**src/rtl/code_rom_arbiter.sv**
```systemverilog
// code_rom_arbiter: lets the target MCU fetch port and the debug supervisor
// fetch port share one single-port, fixed-latency code ROM. One fetch is in
// flight at a time. Each completed fetch returns a one-cycle ready pulse. A
// saturating counter records the cycles in which a target fetch is stalled.
module code_rom_arbiter #(
  parameter int ADDR_WIDTH  = 16,
  parameter int DATA_WIDTH  = 16,
  parameter int ROM_LATENCY = 2
) (
  input  logic                  sysclk,
  input  logic                  sysreset,
  input  logic                  tg_req,
  input  logic [ADDR_WIDTH-1:0] tg_addr,
  output logic [DATA_WIDTH-1:0] tg_data,
  output logic                  tg_ready,
  input  logic                  sv_req,
  input  logic [ADDR_WIDTH-1:0] sv_addr,
  output logic [DATA_WIDTH-1:0] sv_data,
  output logic                  sv_ready,
  output logic [ADDR_WIDTH-1:0] mem_addr,
  output logic                  mem_rd,
  input  logic [DATA_WIDTH-1:0] mem_data,
  input  logic                  stall_clr,
  output logic [15:0]           tg_stall_count
);

  // The latency counter only ever holds ROM_LATENCY-1 down to 0.
  localparam int CNT_W = (ROM_LATENCY > 1) ? $clog2(ROM_LATENCY) : 1;
  localparam logic [CNT_W-1:0] CNT_LOAD = CNT_W'(ROM_LATENCY - 1);
  localparam logic [CNT_W-1:0] CNT_ONE  = CNT_W'(1);
  localparam logic [CNT_W-1:0] CNT_ZERO = CNT_W'(0);

  // Requester encoding used by owner and last_grant.
  localparam logic PORT_TG = 1'b0;
  localparam logic PORT_SV = 1'b1;

  typedef enum logic [1:0] {
    ST_IDLE = 2'd0,
    ST_WAIT = 2'd1,
    ST_DONE = 2'd2
  } state_t;

  state_t           state;
  logic [CNT_W-1:0] cnt;
  logic             owner;
  logic             last_grant;
  logic             grant_any;
  logic             grant_sv;

  // Grant decision: a single requester wins outright; on a tie the port not
  // served last time wins, so continuous contention alternates.
  always_comb begin
    grant_any = tg_req | sv_req;
    if (tg_req && sv_req) begin
      grant_sv = (last_grant == PORT_TG);
    end else if (sv_req) begin
      grant_sv = 1'b1;
    end else begin
      grant_sv = 1'b0;
    end
  end

  // Fetch sequencer: grant in IDLE, count the ROM latency in WAIT, then spend
  // one cycle in DONE while the ready pulse is visible.
  always_ff @(posedge sysclk or posedge sysreset) begin
    if (sysreset) begin
      state      <= ST_IDLE;
      cnt        <= CNT_ZERO;
      owner      <= PORT_TG;
      last_grant <= PORT_TG;
      mem_addr   <= {ADDR_WIDTH{1'b0}};
      mem_rd     <= 1'b0;
      tg_data    <= {DATA_WIDTH{1'b0}};
      sv_data    <= {DATA_WIDTH{1'b0}};
      tg_ready   <= 1'b0;
      sv_ready   <= 1'b0;
    end else begin
      case (state)
        ST_IDLE: begin
          tg_ready <= 1'b0;
          sv_ready <= 1'b0;
          if (grant_any) begin
            // Address is latched here only; later changes are ignored.
            mem_addr   <= grant_sv ? sv_addr : tg_addr;
            mem_rd     <= 1'b1;
            owner      <= grant_sv;
            last_grant <= grant_sv;
            cnt        <= CNT_LOAD;
            state      <= ST_WAIT;
          end else begin
            mem_rd <= 1'b0;
          end
        end
        ST_WAIT: begin
          mem_rd <= 1'b0;
          if (cnt == CNT_ZERO) begin
            state <= ST_DONE;
            // A requester that let go of req has abandoned the fetch: its
            // data register and ready stay untouched.
            if (owner == PORT_SV) begin
              if (sv_req) begin
                sv_data  <= mem_data;
                sv_ready <= 1'b1;
              end
            end else begin
              if (tg_req) begin
                tg_data  <= mem_data;
                tg_ready <= 1'b1;
              end
            end
          end else begin
            cnt <= cnt - CNT_ONE;
          end
        end
        ST_DONE: begin
          // No grant here, so the two ready pulses can never touch.
          tg_ready <= 1'b0;
          sv_ready <= 1'b0;
          state    <= ST_IDLE;
        end
        default: begin
          state    <= ST_IDLE;
          mem_rd   <= 1'b0;
          tg_ready <= 1'b0;
          sv_ready <= 1'b0;
        end
      endcase
    end
  end

  // Saturating count of cycles where the target waits; clear wins over count.
  always_ff @(posedge sysclk or posedge sysreset) begin
    if (sysreset) begin
      tg_stall_count <= 16'h0000;
    end else if (stall_clr) begin
      tg_stall_count <= 16'h0000;
    end else if (tg_req && !tg_ready && (tg_stall_count != 16'hFFFF)) begin
      tg_stall_count <= tg_stall_count + 16'h0001;
    end
  end

endmodule
```
**config.mk**
```make
export PLATFORM = sky130hd
export DESIGN_NAME = code_rom_arbiter
export DESIGN_NICKNAME = d
export VERILOG_FILES = /design/src/rtl/code_rom_arbiter.sv
export SDC_FILE = /design/constraint.sdc
export NUM_CORES = 1
export LEC_CHECK = 0
export CORE_MARGIN = 2
export CORE_UTILIZATION = 45
export CTS_CLUSTER_SIZE = 12
export DETAILED_ROUTE_END_ITERATION = 16
export DONT_BUFFER_PORTS = 1
export SYNTH_ARGS = -nofsm -noshare
export SYNTH_HDL_FRONTEND = slang
export SYNTH_SLANG_ARGS = --single-unit
```
**constraint.sdc**
```tcl
create_clock -name sysclk -period 3.8 [get_ports sysclk]
set_clock_uncertainty 0.2 [all_clocks]
set_input_delay 0.38 -clock sysclk [delete_from_list [all_inputs] [get_ports sysclk]]
set_output_delay 0.38 -clock sysclk [all_outputs]
set_load 0.005 [all_outputs]
```
==> run summary <==
status = complete, no violations
largest cells by area after synthesis = dfrtp_1 57%, mux2_2 13%, mux2i_1 5.5%
GP Congestion = 0.7543
endpoints failing setup = 0
unique cell type count in the Yosys netlist = 38
commonest non-fill, non-tap cell in the layout = dfrtp_1
Post-Synth Simple-Gate Area = 0.1321
min-delay src = sv_req
syn_area_per_cell = 11.98 um2
commonest cells after routing, fill and taps aside = 71 x dfrtp_1, 35 x mux2_2, 26 x a21oi_1
clk_lat worst skew = 0.34 ns
pre-CTS WS = 1.623 ns
PwrDens = 697.9 mW/mm2
DR DRC count = 0
vias per cell = 5.847
Setup CP Type = reg -> reg
first-pass GRT wire length = 10,070 um
n_diodes = 0
CP Max Fanout = 17
worst hold path class = in -> reg
mux cell area share after synthesis = 0.1811
DIE HEIGHT = 87.21 um
Total Negative Setup Slacks = 0 ns
CTS H-tree lvls = 3
peak supply drop = 293.3 uV
via count = 2,140
sequential area share after synthesis = 0.5703
main combinational cell family by area after synthesis = multiplexers
power share of the clock group = 0.271
Post-CTS Setup Bufs = 0
switching share of power = 0.3130
Max Slew Vio Count = 0
Post-Syn Instances = 260
max_slew headroom = 0.2559
Filler cells = 590
Synth Area in Adders = 0.004016
Chip Width = 87.21 um
CP Data Required Time = 3.83 ns
post-cts resize count = 0
fmax = 460.4 MHz
PnR worst setup slack = 1.628 ns
CTS tree = yes
critical-path cell list = nand2b_1, nor2_1, and3_1, mux2_2
Final #Nets = 335
P_sw = 0.7877 mW
initial antenna violation count = 0
share of cells above drive strength 1 = 0.2063
FF+latch area = 0.001777 mm2
hold-fix buffers at CTS = 19
clock root buffer = clkbuf_8
CTS Buf Count = 9
# clock sinks = 71
Worst R2R Start = state[1]
largest area contributor in the netlist = dfrtp_1
Synth Area in Compound Gates = 0.08996
Worst Path Buf+Inv = 0
hpwl dp = 4493 um
initial core utilization = 0.4611
slowest CP cell = and3_1
GRT overflow = 0
sequential power share = 0.516
final worst-path cycle share = 0.5715
die area = 0.007605 mm2
Comb power frac = 0.213
core area = 0.006756 mm2
via count of the first global-routing pass = 2,013
top cell type's share of synthesized area = 0.5703
area occupied by multi-input gates = 0.001272 mm2
Final Power = 2.517 mW
Synth Net Count = 314
fin crit period = 2.172 ns
Detail Route Antenna Nets = 0
P_int = 1.729 mW
Cell Rows = 30
largest net degree at the start of global routing = 36
gr usage total = 0.1740
worst-case reg-to-reg path depth = 4
r2r setup slk = 1.63 ns
Worst-path clk slew = 0.07 ns
Critical Path Max Stage Delay = 0.71 ns
hold depth = 2
RSZ-0062 raised after global routing = no
Avg WL per Cell = 17.99 um
Slew @ Worst Pin = 1.110 ns
Hold Path End = last_grant
CP Launch Type = register
CP delay by family, top = simple AND/OR/NAND/NOR gates
drt first pass iters = 4
Leak Pwr = 1.547 nW
First DRT Iteration DRCs = 79
Synth Area in XOR/XNOR = 0
Max Cap Viol = 0
Final Hold Fails = 0
RR Endpoint = sv_data[6]
Max Buffers Root-to-Sink = 2
cell area after synthesis = 0.003115 mm2
final WL = 6585 um
PortBufs = 0
Yosys Warn Count = 0
P&R area growth vs syn = 15.74%
num ports = 120
Worst setup EP type = register
Synth Register Bits = 71
CP arrival = 2.20 ns
power groups by stage:
stage | clock network, mW | logic [mW] | registers (mW)
2_1_floorplan | 0 | 0.463 | 1.24
3_3_place_gp | 0 | 0.499 | 1.31
3_5_place_dp | 0 | 0.524 | 1.31
4_1_cts | 0.703 | 0.544 | 1.30
5_1_grt | 0.737 | 0.603 | 1.33
6_report | 0.683 | 0.535 | 1.30
worst max-delay path by stage:
stage          startpoint           to  slack (ns)  cells past startpoint
2_1_floorplan    sysreset          cnt        1.42                      1
3_3_place_gp     state[1]   sv_data[2]        1.67                      4
3_5_place_dp     state[1]   sv_data[0]        1.62                      4
4_1_cts          state[1]  sv_data[13]        1.59                      4
5_1_grt          state[1]   sv_data[6]        1.48                      4
6_report         state[1]   sv_data[6]        1.63                      4
cells in the mapped netlist (all sizes together):
| cell | number |
|---|---|
| dfrtp | 71 |
| mux2 | 35 |
| a21oi | 26 |
| nor2 | 22 |
| mux2i | 17 |
| nand2 | 8 |
| nand4 | 7 |
| buf | 6 |
| clkbuf | 6 |
| nor2b | 6 |
| inv | 4 |
| nor3 | 4 |
| o21ai | 4 |
| o31ai | 4 |
| or3 | 4 |
| or4 | 4 |
| a21o | 3 |
| and3 | 3 |
| and4 | 3 |
| nand3 | 3 |
| nor4 | 3 |
| a211oi | 2 |
| o21a | 2 |
| a21boi | 1 |
| a31oi | 1 |
| and2 | 1 |
| and4b | 1 |
| ha | 1 |
| nand2b | 1 |
| nand3b | 1 |
| nand4b | 1 |
| o21bai | 1 |
| o311ai | 1 |
| o31a | 1 |
| o41ai | 1 |
| or2 | 1 |
sequential cells by signal, summed over array words and instances, names as in the netlist, 2 cells and up:
signal	flops
mem_addr	16
state	2
sv_data	16
tg_data	16
tg_stall_count	16
cell families (layout without fill, tap and decap cells):
group / after synthesis / in the layout
AO/OA/AOI/OAI: 47 / 47
adder cells (fa/ha/maj): 1 / 1
buffers and inverters: 16 / 42
flip-flops: 71 / 71
multiplexers: 52 / 52
AND/OR/NAND/NOR: 73 / 73
metrics by stage:
step / hold slack (ns) / area (um2) / util / instances
2_1_floorplan: 0.2557 / 3115 / - / 260
3_3_place_gp: 0.1999 / 3187 / 0.4717 / 331
3_5_place_dp: 0.2050 / 3187 / 0.4717 / 331
4_1_cts: 0.01381 / 3606 / 0.5337 / 366
5_1_grt: 0.03426 / 3606 / 0.5337 / 366
6_report: 0.03361 / 3606 / 0.5337 / 366
per-layer routing:
layer	part of all wire	vias up	wire length (um)	GRT usage
li1	-	985	-	-
met1	0.43	1059	2814	0.2184
met2	0.48	85	3155	0.2762
met3	0.075	11	494	0.05308
met4	0.018	0	120	0.07972
met5	0	-	0	0
cell type report:
cell class	count	area share
clock buffer	10	0.03817
clock inverter	6	0.02533
inverter	4	0.004164
multi-input combinational	173	0.3529
sequential	71	0.4927
tap	80	0.02776
timing repair buffer	22	0.05899
No activity file was read; power rests on OpenSTA's default activity.
